$ cat src/rtl/ps2_direction_ctrl_if.sv
// Scancode input and direction output bundle between the PS/2 front end and the sprite mover.
interface ps2_direction_ctrl_if;
    logic [7:0] key_data;
    logic       key_pressed;
    logic       enable;
    logic [3:0] held;
    logic [3:0] step;
    logic       busy_ext;

    modport master (
        output key_data, key_pressed, enable,
        input  held, step, busy_ext
    );

    modport slave (
        input  key_data, key_pressed, enable,
        output held, step, busy_ext
    );
endinterface

$ cat src/rtl/ps2_direction_ctrl.sv
// Arrow-key scancode sequencer: held state plus rate-limited step pulses (WASD via PS2_WASD_KEYS_EN).
// Latency: held/step update on the edge that samples the final scancode strobe (1 cycle).
// Backpressure: none; every key_pressed strobe is consumed, enable only gates step pulses.
module ps2_direction_ctrl #(
    parameter int unsigned REPEAT_DELAY  = 25000000,
    parameter int unsigned REPEAT_PERIOD = 5000000,
    parameter int unsigned CNT_W         = 25
) (
    input  logic                  clock,
    input  logic                  resetn,
    ps2_direction_ctrl_if.slave   bus
);

    typedef enum logic [1:0] {ST_IDLE, ST_EXT, ST_BRK, ST_EXT_BRK} state_e;

    localparam logic [CNT_W-1:0] DELAY_LD  = CNT_W'(REPEAT_DELAY);
    localparam logic [CNT_W-1:0] PERIOD_LD = CNT_W'(REPEAT_PERIOD);
    localparam logic [CNT_W-1:0] CNT_ONE   = CNT_W'(1);

    // Direction vectors are {up, down, left, right}.
    function automatic logic [3:0] arrow_dir(input logic [7:0] code);
        case (code)
            8'h75:   arrow_dir = 4'b1000;
            8'h72:   arrow_dir = 4'b0100;
            8'h6B:   arrow_dir = 4'b0010;
            8'h74:   arrow_dir = 4'b0001;
            default: arrow_dir = 4'b0000;
        endcase
    endfunction

`ifdef PS2_WASD_KEYS_EN
    function automatic logic [3:0] wasd_dir(input logic [7:0] code);
        case (code)
            8'h1D:   wasd_dir = 4'b1000;
            8'h1B:   wasd_dir = 4'b0100;
            8'h1C:   wasd_dir = 4'b0010;
            8'h23:   wasd_dir = 4'b0001;
            default: wasd_dir = 4'b0000;
        endcase
    endfunction
`endif

    // Opposing keys on one axis cancel, so a step never fires both ways at once.
    function automatic logic [3:0] eff_dir(input logic [3:0] h);
        eff_dir = {h[3] & ~h[2], h[2] & ~h[3], h[1] & ~h[0], h[0] & ~h[1]};
    endfunction

    state_e           state_q, state_d;
    logic [3:0]       held_q, held_d;
    logic [3:0]       step_q, step_d;
    logic [CNT_W-1:0] cnt_q, cnt_d;
    logic             busy_ext_q, busy_ext_d;
    logic [3:0]       make_dir, brk_dir, new_dir;
    logic             kbd_err;

    always_comb begin
        state_d  = state_q;
        make_dir = 4'b0000;
        brk_dir  = 4'b0000;
        kbd_err  = 1'b0;
        if (bus.key_pressed) begin
            state_d = ST_IDLE;
            if (bus.key_data == 8'h00 || bus.key_data == 8'hFF) begin
                kbd_err = 1'b1;
            end else begin
                case (state_q)
                    ST_IDLE: begin
                        if (bus.key_data == 8'hE0)      state_d = ST_EXT;
                        else if (bus.key_data == 8'hF0) state_d = ST_BRK;
`ifdef PS2_WASD_KEYS_EN
                        else                            make_dir = wasd_dir(bus.key_data);
`endif
                    end
                    ST_EXT: begin
                        if (bus.key_data == 8'hF0) state_d = ST_EXT_BRK;
                        else                       make_dir = arrow_dir(bus.key_data);
                    end
                    ST_BRK: begin
`ifdef PS2_WASD_KEYS_EN
                        brk_dir = wasd_dir(bus.key_data);
`endif
                    end
                    ST_EXT_BRK: brk_dir = arrow_dir(bus.key_data);
                    default:    state_d = ST_IDLE;
                endcase
            end
        end

        // Typematic re-makes of an already-held key leave the cadence alone.
        new_dir = make_dir & ~held_q;
        held_d  = (held_q | make_dir) & ~brk_dir;
        cnt_d   = cnt_q;
        step_d  = 4'b0000;

        if (kbd_err) begin
            held_d = 4'b0000;
            cnt_d  = '0;
        end else if (new_dir != 4'b0000) begin
            step_d = new_dir & eff_dir(held_d);
            cnt_d  = DELAY_LD;
        end else if (held_d == 4'b0000) begin
            cnt_d = '0;
        end else if (cnt_q == CNT_ONE) begin
            step_d = eff_dir(held_d);
            cnt_d  = PERIOD_LD;
        end else if (cnt_q != '0) begin
            cnt_d = cnt_q - CNT_ONE;
        end

        // The counter keeps running while disabled so re-enable does not burst.
        step_d     = step_d & {4{bus.enable}};
        busy_ext_d = (state_d != ST_IDLE);
    end

    always_ff @(posedge clock or negedge resetn) begin
        if (!resetn) begin
            state_q    <= ST_IDLE;
            held_q     <= 4'b0000;
            step_q     <= 4'b0000;
            cnt_q      <= '0;
            busy_ext_q <= 1'b0;
        end else begin
            state_q    <= state_d;
            held_q     <= held_d;
            step_q     <= step_d;
            cnt_q      <= cnt_d;
            busy_ext_q <= busy_ext_d;
        end
    end

    assign bus.held     = held_q;
    assign bus.step     = step_q;
    assign bus.busy_ext = busy_ext_q;

endmodule

$ cat src/flat_wrapper.sv
// flat-port wrapper written by rule: the top's interface ports become plain ports
module ps2_direction_ctrl_flat 
#(
    parameter int unsigned REPEAT_DELAY  = 25000000,
    parameter int unsigned REPEAT_PERIOD = 5000000,
    parameter int unsigned CNT_W         = 25
)
  (clock, resetn, bus_key_data, bus_key_pressed, bus_enable, bus_held, bus_step, bus_busy_ext);
  ps2_direction_ctrl_if bus_i ();
  input  logic clock;
  input  logic resetn;
  input wire logic [$bits(bus_i.key_data)-1:0] bus_key_data;
  input wire logic [$bits(bus_i.key_pressed)-1:0] bus_key_pressed;
  input wire logic [$bits(bus_i.enable)-1:0] bus_enable;
  output wire logic [$bits(bus_i.held)-1:0] bus_held;
  output wire logic [$bits(bus_i.step)-1:0] bus_step;
  output wire logic [$bits(bus_i.busy_ext)-1:0] bus_busy_ext;
  assign bus_i.key_data = bus_key_data;
  assign bus_i.key_pressed = bus_key_pressed;
  assign bus_i.enable = bus_enable;
  assign bus_held = bus_i.held;
  assign bus_step = bus_i.step;
  assign bus_busy_ext = bus_i.busy_ext;
  ps2_direction_ctrl #(.REPEAT_DELAY(REPEAT_DELAY), .REPEAT_PERIOD(REPEAT_PERIOD), .CNT_W(CNT_W)) u_core (.clock(clock), .resetn(resetn), .bus(bus_i));
endmodule
$ cat config.mk
export PLATFORM = sky130hd
export DESIGN_NAME = ps2_direction_ctrl_flat
export DESIGN_NICKNAME = d
export VERILOG_FILES = /design/src/rtl/ps2_direction_ctrl_if.sv /design/src/rtl/ps2_direction_ctrl.sv /design/src/flat_wrapper.sv
export SDC_FILE = /design/constraint.sdc
export NUM_CORES = 1
export LEC_CHECK = 0
export ABC_AREA = 1
export BUFFER_PORTS_ARGS = -buffer_cell sky130_fd_sc_hd__buf_2
export CORE_MARGIN = 4
export CORE_UTILIZATION = 54
export DETAILED_ROUTE_END_ITERATION = 10
export GPL_TIMING_DRIVEN = 1
export PLACE_DENSITY = 0.85
export SETUP_SLACK_MARGIN = 0.4
export SYNTH_ARGS = -nofsm -noshare
export SYNTH_HDL_FRONTEND = slang
export SYNTH_SLANG_ARGS = --single-unit
$ cat constraint.sdc
create_clock -name clock -period 1.6 [get_ports clock]
set_input_delay 0.32 -clock clock [delete_from_list [all_inputs] [get_ports clock]]
set_output_delay 0.32 -clock clock [all_outputs]
set_load 0.01 [all_outputs]
== Yosys cells after proc, flatten, opt, wreduce, memory -nomap -nowiden ==
Cells that the tools add are included.

* $add $sub $neg: 1
* $mul: 0
* Divide/modulo/power cells: 0
* Order comparisons: 0
* Equal/unequal tests: 10
* Shift operators: 0
* Multiplexer cells: 26
* Bitwise logic cells: 15
* Reduce and logical (&&, ||, !) cells: 8

{| class="wikitable"
|+ Operators with widths
! kind !! number
|-
| two-way mux 25 bit || 5
|-
| two-way mux 4 bit || 12
|-
| == test 8 x 7 -> 1 bit (second input constant) || 4
|-
| == test 25 x 1 -> 1 bit (second input constant) || 1
|-
| nonzero test 25 bit || 1
|-
| subtractor 25 x 1 -> 25 bit (second input constant) || 1
|-
| == test 8 bit (second input constant) || 3
|-
| bitwise AND 4 bit || 4
|-
| case mux 4 bit (4 select lines) || 1
|-
| two-way mux 2 bit || 5
|-
| zero test 8 bit || 1
|-
| inverter 4 bit || 2
|-
| nonzero test 5 bit || 1
|-
| bitwise AND 1 bit || 4
|-
| zero test 4 bit || 1
|-
| inverter 1 bit || 4
|-
| OR 4 bit || 1
|-
| case mux 2 bit (2 select lines) || 1
|-
| nonzero test 4 bit || 1
|-
| == test 2 x 1 -> 1 bit (second input constant) || 1
|-
| == test 2 bit (second input constant) || 1
|-
| zero test 2 bit || 1
|-
| two-way mux 1 bit || 2
|-
| nonzero test 2 bit || 1
|-
| logical OR 1 bit || 1
|}

* Flip-flop bits (word level): 36
* Bits in latches: 0
* Memory bits (writable): 0
* Bits in read-only memories: 0
* Input bits: 12
* Output and inout port bits: 9
* Logic and storage cells: 65
* Memories kept: 0

== Depth between registers and ports, before layout ==
* Depth after elaboration: 15
* Gate-level depth with buffers: 13
* Gate-level depth less buffers: 12

== Worst setup path after synthesis ==
No wires, ideal clock.

* Kind: register to register
* Start point: register u_core.cnt_q[0]
* End point: register u_core.cnt_q[14]
* Library setup time: 120 ps
* Arrival time: 1675 ps
* Data required time: 1480 ps
* Slack: -194 ps
* Cell stages (with the launch flop): 13
* Buffers on the path: 1
* Cells stage by stage: dfrtp_1 -> inv_1 -> ha_1 -> nand2_2 -> nor2_8 -> nand2_4 -> nor2_4 -> nand3_4 -> nor2_4 -> nand3_2 -> nand2_4 -> buf_12 -> nor2_2

* Word-level cells in the longest chain between the ends: 6
* Elaborated cells on any way between the ends: 9
* Those cells by class: add/sub (1); eq/ne (1); mux (5); reduce/logical (2)

{| class="wikitable"
|+ Ends and longest elaborated chain
! item !! RTL line !! text
|-
| from (decl) || ps2_direction_ctrl.sv:51 || <nowiki>logic [CNT_W-1:0] cnt_q, cnt_d;</nowiki>
|-
| from (signal assigned) || ps2_direction_ctrl.sv:126 || <nowiki>cnt_q <= cnt_d;</nowiki>
|-
| subtractor 25 x 1 -> 25 bit || ps2_direction_ctrl.sv:107 || <nowiki>cnt_d = cnt_q - CNT_ONE;</nowiki>
|-
| two-way mux 25 bit || ps2_direction_ctrl.sv:106 || <nowiki>end else if (cnt_q != '0) begin</nowiki>
|-
| two-way mux 25 bit || ps2_direction_ctrl.sv:103 || <nowiki>end else if (cnt_q == CNT_ONE) begin</nowiki>
|-
| two-way mux 25 bit || ps2_direction_ctrl.sv:101 || <nowiki>end else if (held_d == 4'b0000) begin</nowiki>
|-
| two-way mux 25 bit || ps2_direction_ctrl.sv:98 || <nowiki>end else if (new_dir != 4'b0000) begin</nowiki>
|-
| two-way mux 25 bit || ps2_direction_ctrl.sv:95 || <nowiki>if (kbd_err) begin</nowiki>
|}

Parallel ways exist; a longest one is shown, timed or not. The select of a mux whose other input is x is not followed.
A chain may end at the register's enable or synchronous reset.

== Worst setup path in the final report ==
* Start point: register u_core.cnt_q[8]
* End point: register u_core.cnt_q[18]

The elaborated chain is that of the path after synthesis.

==> impl_metrics.csv <==
group,metric,value,unit
place,gp_congestion,0.891,
power,p_leak,0.00203,uW
setup_path,cp.arrival,2.19,ns
yosys,synth.avg_cell_area,7.11,um^2
floorplan,die_h,75.7,um
timing,rsz0062_at_grt,"yes",
final_layout,regArea,901,um^2
yosys,synthMuxAreaShare,0,
yosys,ys_ff_latch,36,
clock_tree,clock_latency,0.31,ns
clock_tree,htree_levels,2,
timing,fin_crit_sh,1.24,
run,drv_cap,0,
timing,fmax,502,MHz
final_layout,fillerInstances,171,
drt,wl,11800,um
power,ir_worst_vdd,506,uV
timing,fin_skew,0.0102,ns
timing,tightestPinTransition,0.498,ns
power,power_density,1020,nW/um^2
min_path,whs_endpoint,"u_core.bus.step[0]$_DFF_PN0_",
grt,overflow,0,
floorplan,fp-row-count,24,
timing,relSlewSlack,0.668,
min_path,hold_class,"input port to flip-flop",
drt,viasPerCell,6.43,
min_path,hold_path_depth,3,
yosys,ys_types,32,
yosys,yosys.area_share.simple,0.461,
yosys,synthFlopType,"dfrtp_1",
place,dp_cells,488,
min_path,hp-start,"bus_enable",
drt,drc_errors,0,
place,place.port_buffers,20,
yosys,yosys.area_share.adder,0.0101,
yosys,synth_compound_area_frac,0.0410,
clock_tree,clock_sinks,36,
setup_path,rrSetupSlack,-0.39,ns
yosys,synth_largest_area_cell,"dfrtp_1",
floorplan,fp.dieW,75.7,um
floorplan,die_area,5730,um^2
grt,grt_pass1_wl,13900,um
yosys,synth.area.top_cells,"dfrtp_1, nor2_1, nand2_1",
power,p_total,4070,uW
final_layout,final_nets,488,
setup_path,worstPathRequired,1.80,ns
setup_path,endpoint_kind,"flip-flop",
yosys,seq_area_frac_synth,0.364,
timing,drv_slew,0,
timing,hold_violations,0,
grt,grt_max_degree,20,
final_layout,diodes,0,
final_layout,stdcell_count,527,
setup_path,crit_fanout,4,
yosys,syn-num-nets,362,
drt,initialDrtViolationCount,484,
yosys,synth_edf_count,0,
yosys,synthArstFlopShare,1.00,
final_layout,drive_above_1_share,0.549,
setup_path,critPathLaunchType,"flip-flop",
clock_tree,cts_tree,"built",
setup_path,r2r_cells,8,
clock_tree,numCtsBuffers,5,
drt,first_pass_iters,8,
timing,finalSetupViolCount,31,
yosys,ys_top_cells_by_count,"nor2_1, nand2_1, inv_1, dfrtp_1, nand3_1",
place,dp_hpwl,5010,um
final_layout,multi_input_area,1830,um^2
drt,num_vias,3389,
grt,antenna_found_initial,0,
setup_path,r2r-start,"u_core.cnt_q[8]$_DFFE_PN0P_",
yosys,synth_top_family_by_area,"simple AND/OR/NAND/NOR gates",
grt,grt_pass1_vias,3087,
clock_tree,clk_pin_slew,0.09,ns
drt,antenna_left,0,
clock_tree,root_buffer,"clkbuf_8",
final_layout,area_delta_synth_final,61.7,%
drt,routedWlPerCell,22.4,um
floorplan,ioPinCount,21,
status,violations,"setup timing",
floorplan,core,4380,um^2
yosys,yosysWarnings,0,
timing,fin_setup_tns,-8.36,ns
grt,grt.total_usage,0.323,
yosys,synthCells,348,
yosys,yosysMostFrequentCell,"nor2_1",
timing,layout_setup_ws,-0.390,ns
setup_path,r2r-end,"u_core.cnt_q[18]$_DFFE_PN0P_",
timing,hold_ws,0.284,ns
yosys,synth_xor_area_frac,0.0495,
yosys,synth.cell_area,2470,um^2
clock_tree,cts_buffer_depth,2,
timing,fin_crit,1.99,ns
yosys,synth.top_cell.area_share,0.364,
status,status,"finished with violations",
setup_path,worstSetupPathType,"flip-flop to flip-flop",
floorplan,initial_core_util,0.564,
layout make-up:
type,count,area share
Timing Repair inverter,1,0.00188
Sequential cell,36,0.225
Inverter,41,0.0397
Multi-Input combinational cell,269,0.456
Timing Repair Buffer,120,0.233
Tap cell,52,0.0163
Clock buffer,5,0.0172
Clock inverter,3,0.0106
how the worst max path moves through the flow:
stage,cells after the start,slack [ns],to,startpoint
CTS,11,-0.10,u_core.cnt_q[19]$_DFFE_PN0P_,u_core.cnt_q[1]$_DFFE_PN0P_
global route,12,-0.41,u_core.cnt_q[20]$_DFFE_PN0P_,u_core.cnt_q[1]$_DFFE_PN0P_
floorplan,12,-0.06,u_core.cnt_q[14]$_DFFE_PN0P_,u_core.cnt_q[0]$_DFFE_PN0P_
global placement,11,-0.21,u_core.cnt_q[9]$_DFFE_PN0P_,bus_key_data[7]
detailed placement,11,-0.26,u_core.cnt_q[9]$_DFFE_PN0P_,bus_key_data[7]
finish,8,-0.39,u_core.cnt_q[18]$_DFFE_PN0P_,u_core.cnt_q[8]$_DFFE_PN0P_
worst max-delay path: stages, from the launching register on:
cell,delay [ns]
dfrtp_1,0.46
nor2_4,0.19
nand2_2,0.14
nor2_1,0.26
nand2_1,0.14
o21ai_0,0.25
nand3_1,0.16
a21oi_1,0.22
nor2_2,0.06
per-stage QoR:
step                setup WS, ns   util  cell area, um^2
floorplan                -0.0577      -             2510
global placement          -0.211  0.725             3180
detailed placement        -0.258  0.725             3180
CTS                       -0.100  0.811             3560
global route              -0.413  0.913             4000
finish                    -0.390  0.913             4000
kinds of logic after synthesis:
group	Yosys count
fa+ha+maj	2
simple gates	234
xor+xnor	14
compound gates	18
flops	36
buf+inv	44
flip-flops by register name, indices dropped and copies added (netlist names):
| signal | flops |
|---|---|
| u_core.bus.held | 4 |
| u_core.bus.busy_ext | 1 |
| u_core.cnt_q | 25 |
| u_core.bus.step | 4 |
| u_core.state_q | 2 |
metal layers:
metal  track usage  share of wire  vias up
met2         0.572           0.49      340
li1              -              -     1351
met3        0.0752          0.087      130
met4         0.208          0.086        0
met1         0.342           0.34     1568
met5             0              0        -
cells in the final DEF, fill, tap and decap left out, types with 2 or more instances in the layout:
cell         n
buf_4       80
nand2_1     52
nor2_1      41
nor2_2      37
dfrtp_1     36
inv_1       29
nor2_4      22
buf_2       20
buf_6       18
nand2_2     17
nand3_1     15
inv_2       11
nand4_1     11
nand3_2     11
xor2_1       9
nand2_4      8
a21oi_2      6
nor3_1       5
xnor2_1      5
clkbuf_8     5
and2_2       3
nor3_2       3
o21ai_2      2
o21ai_1      2
nand3_4      2
a21oi_1      2
nand2_8      2
o21bai_1     2
o21ai_0      2
clkinvlp_4   2
where the power goes:
part | switching [uW] | internal [uW]
Combinational | 1050 | 826
Clock | 408 | 462
Sequential | 231 | 1100
Total | 1690 | 2380
timing repair:
item,4_1_cts,5_1_grt
pin swaps,21,30
endpoints found under the setup margin,35,35
hold endpoints to repair,17,0
buffers inserted,4,23
gates cloned,2,1
hold buffers,1,0
resized for setup,62,73
Note: power is estimated with default switching activity, not from simulation.
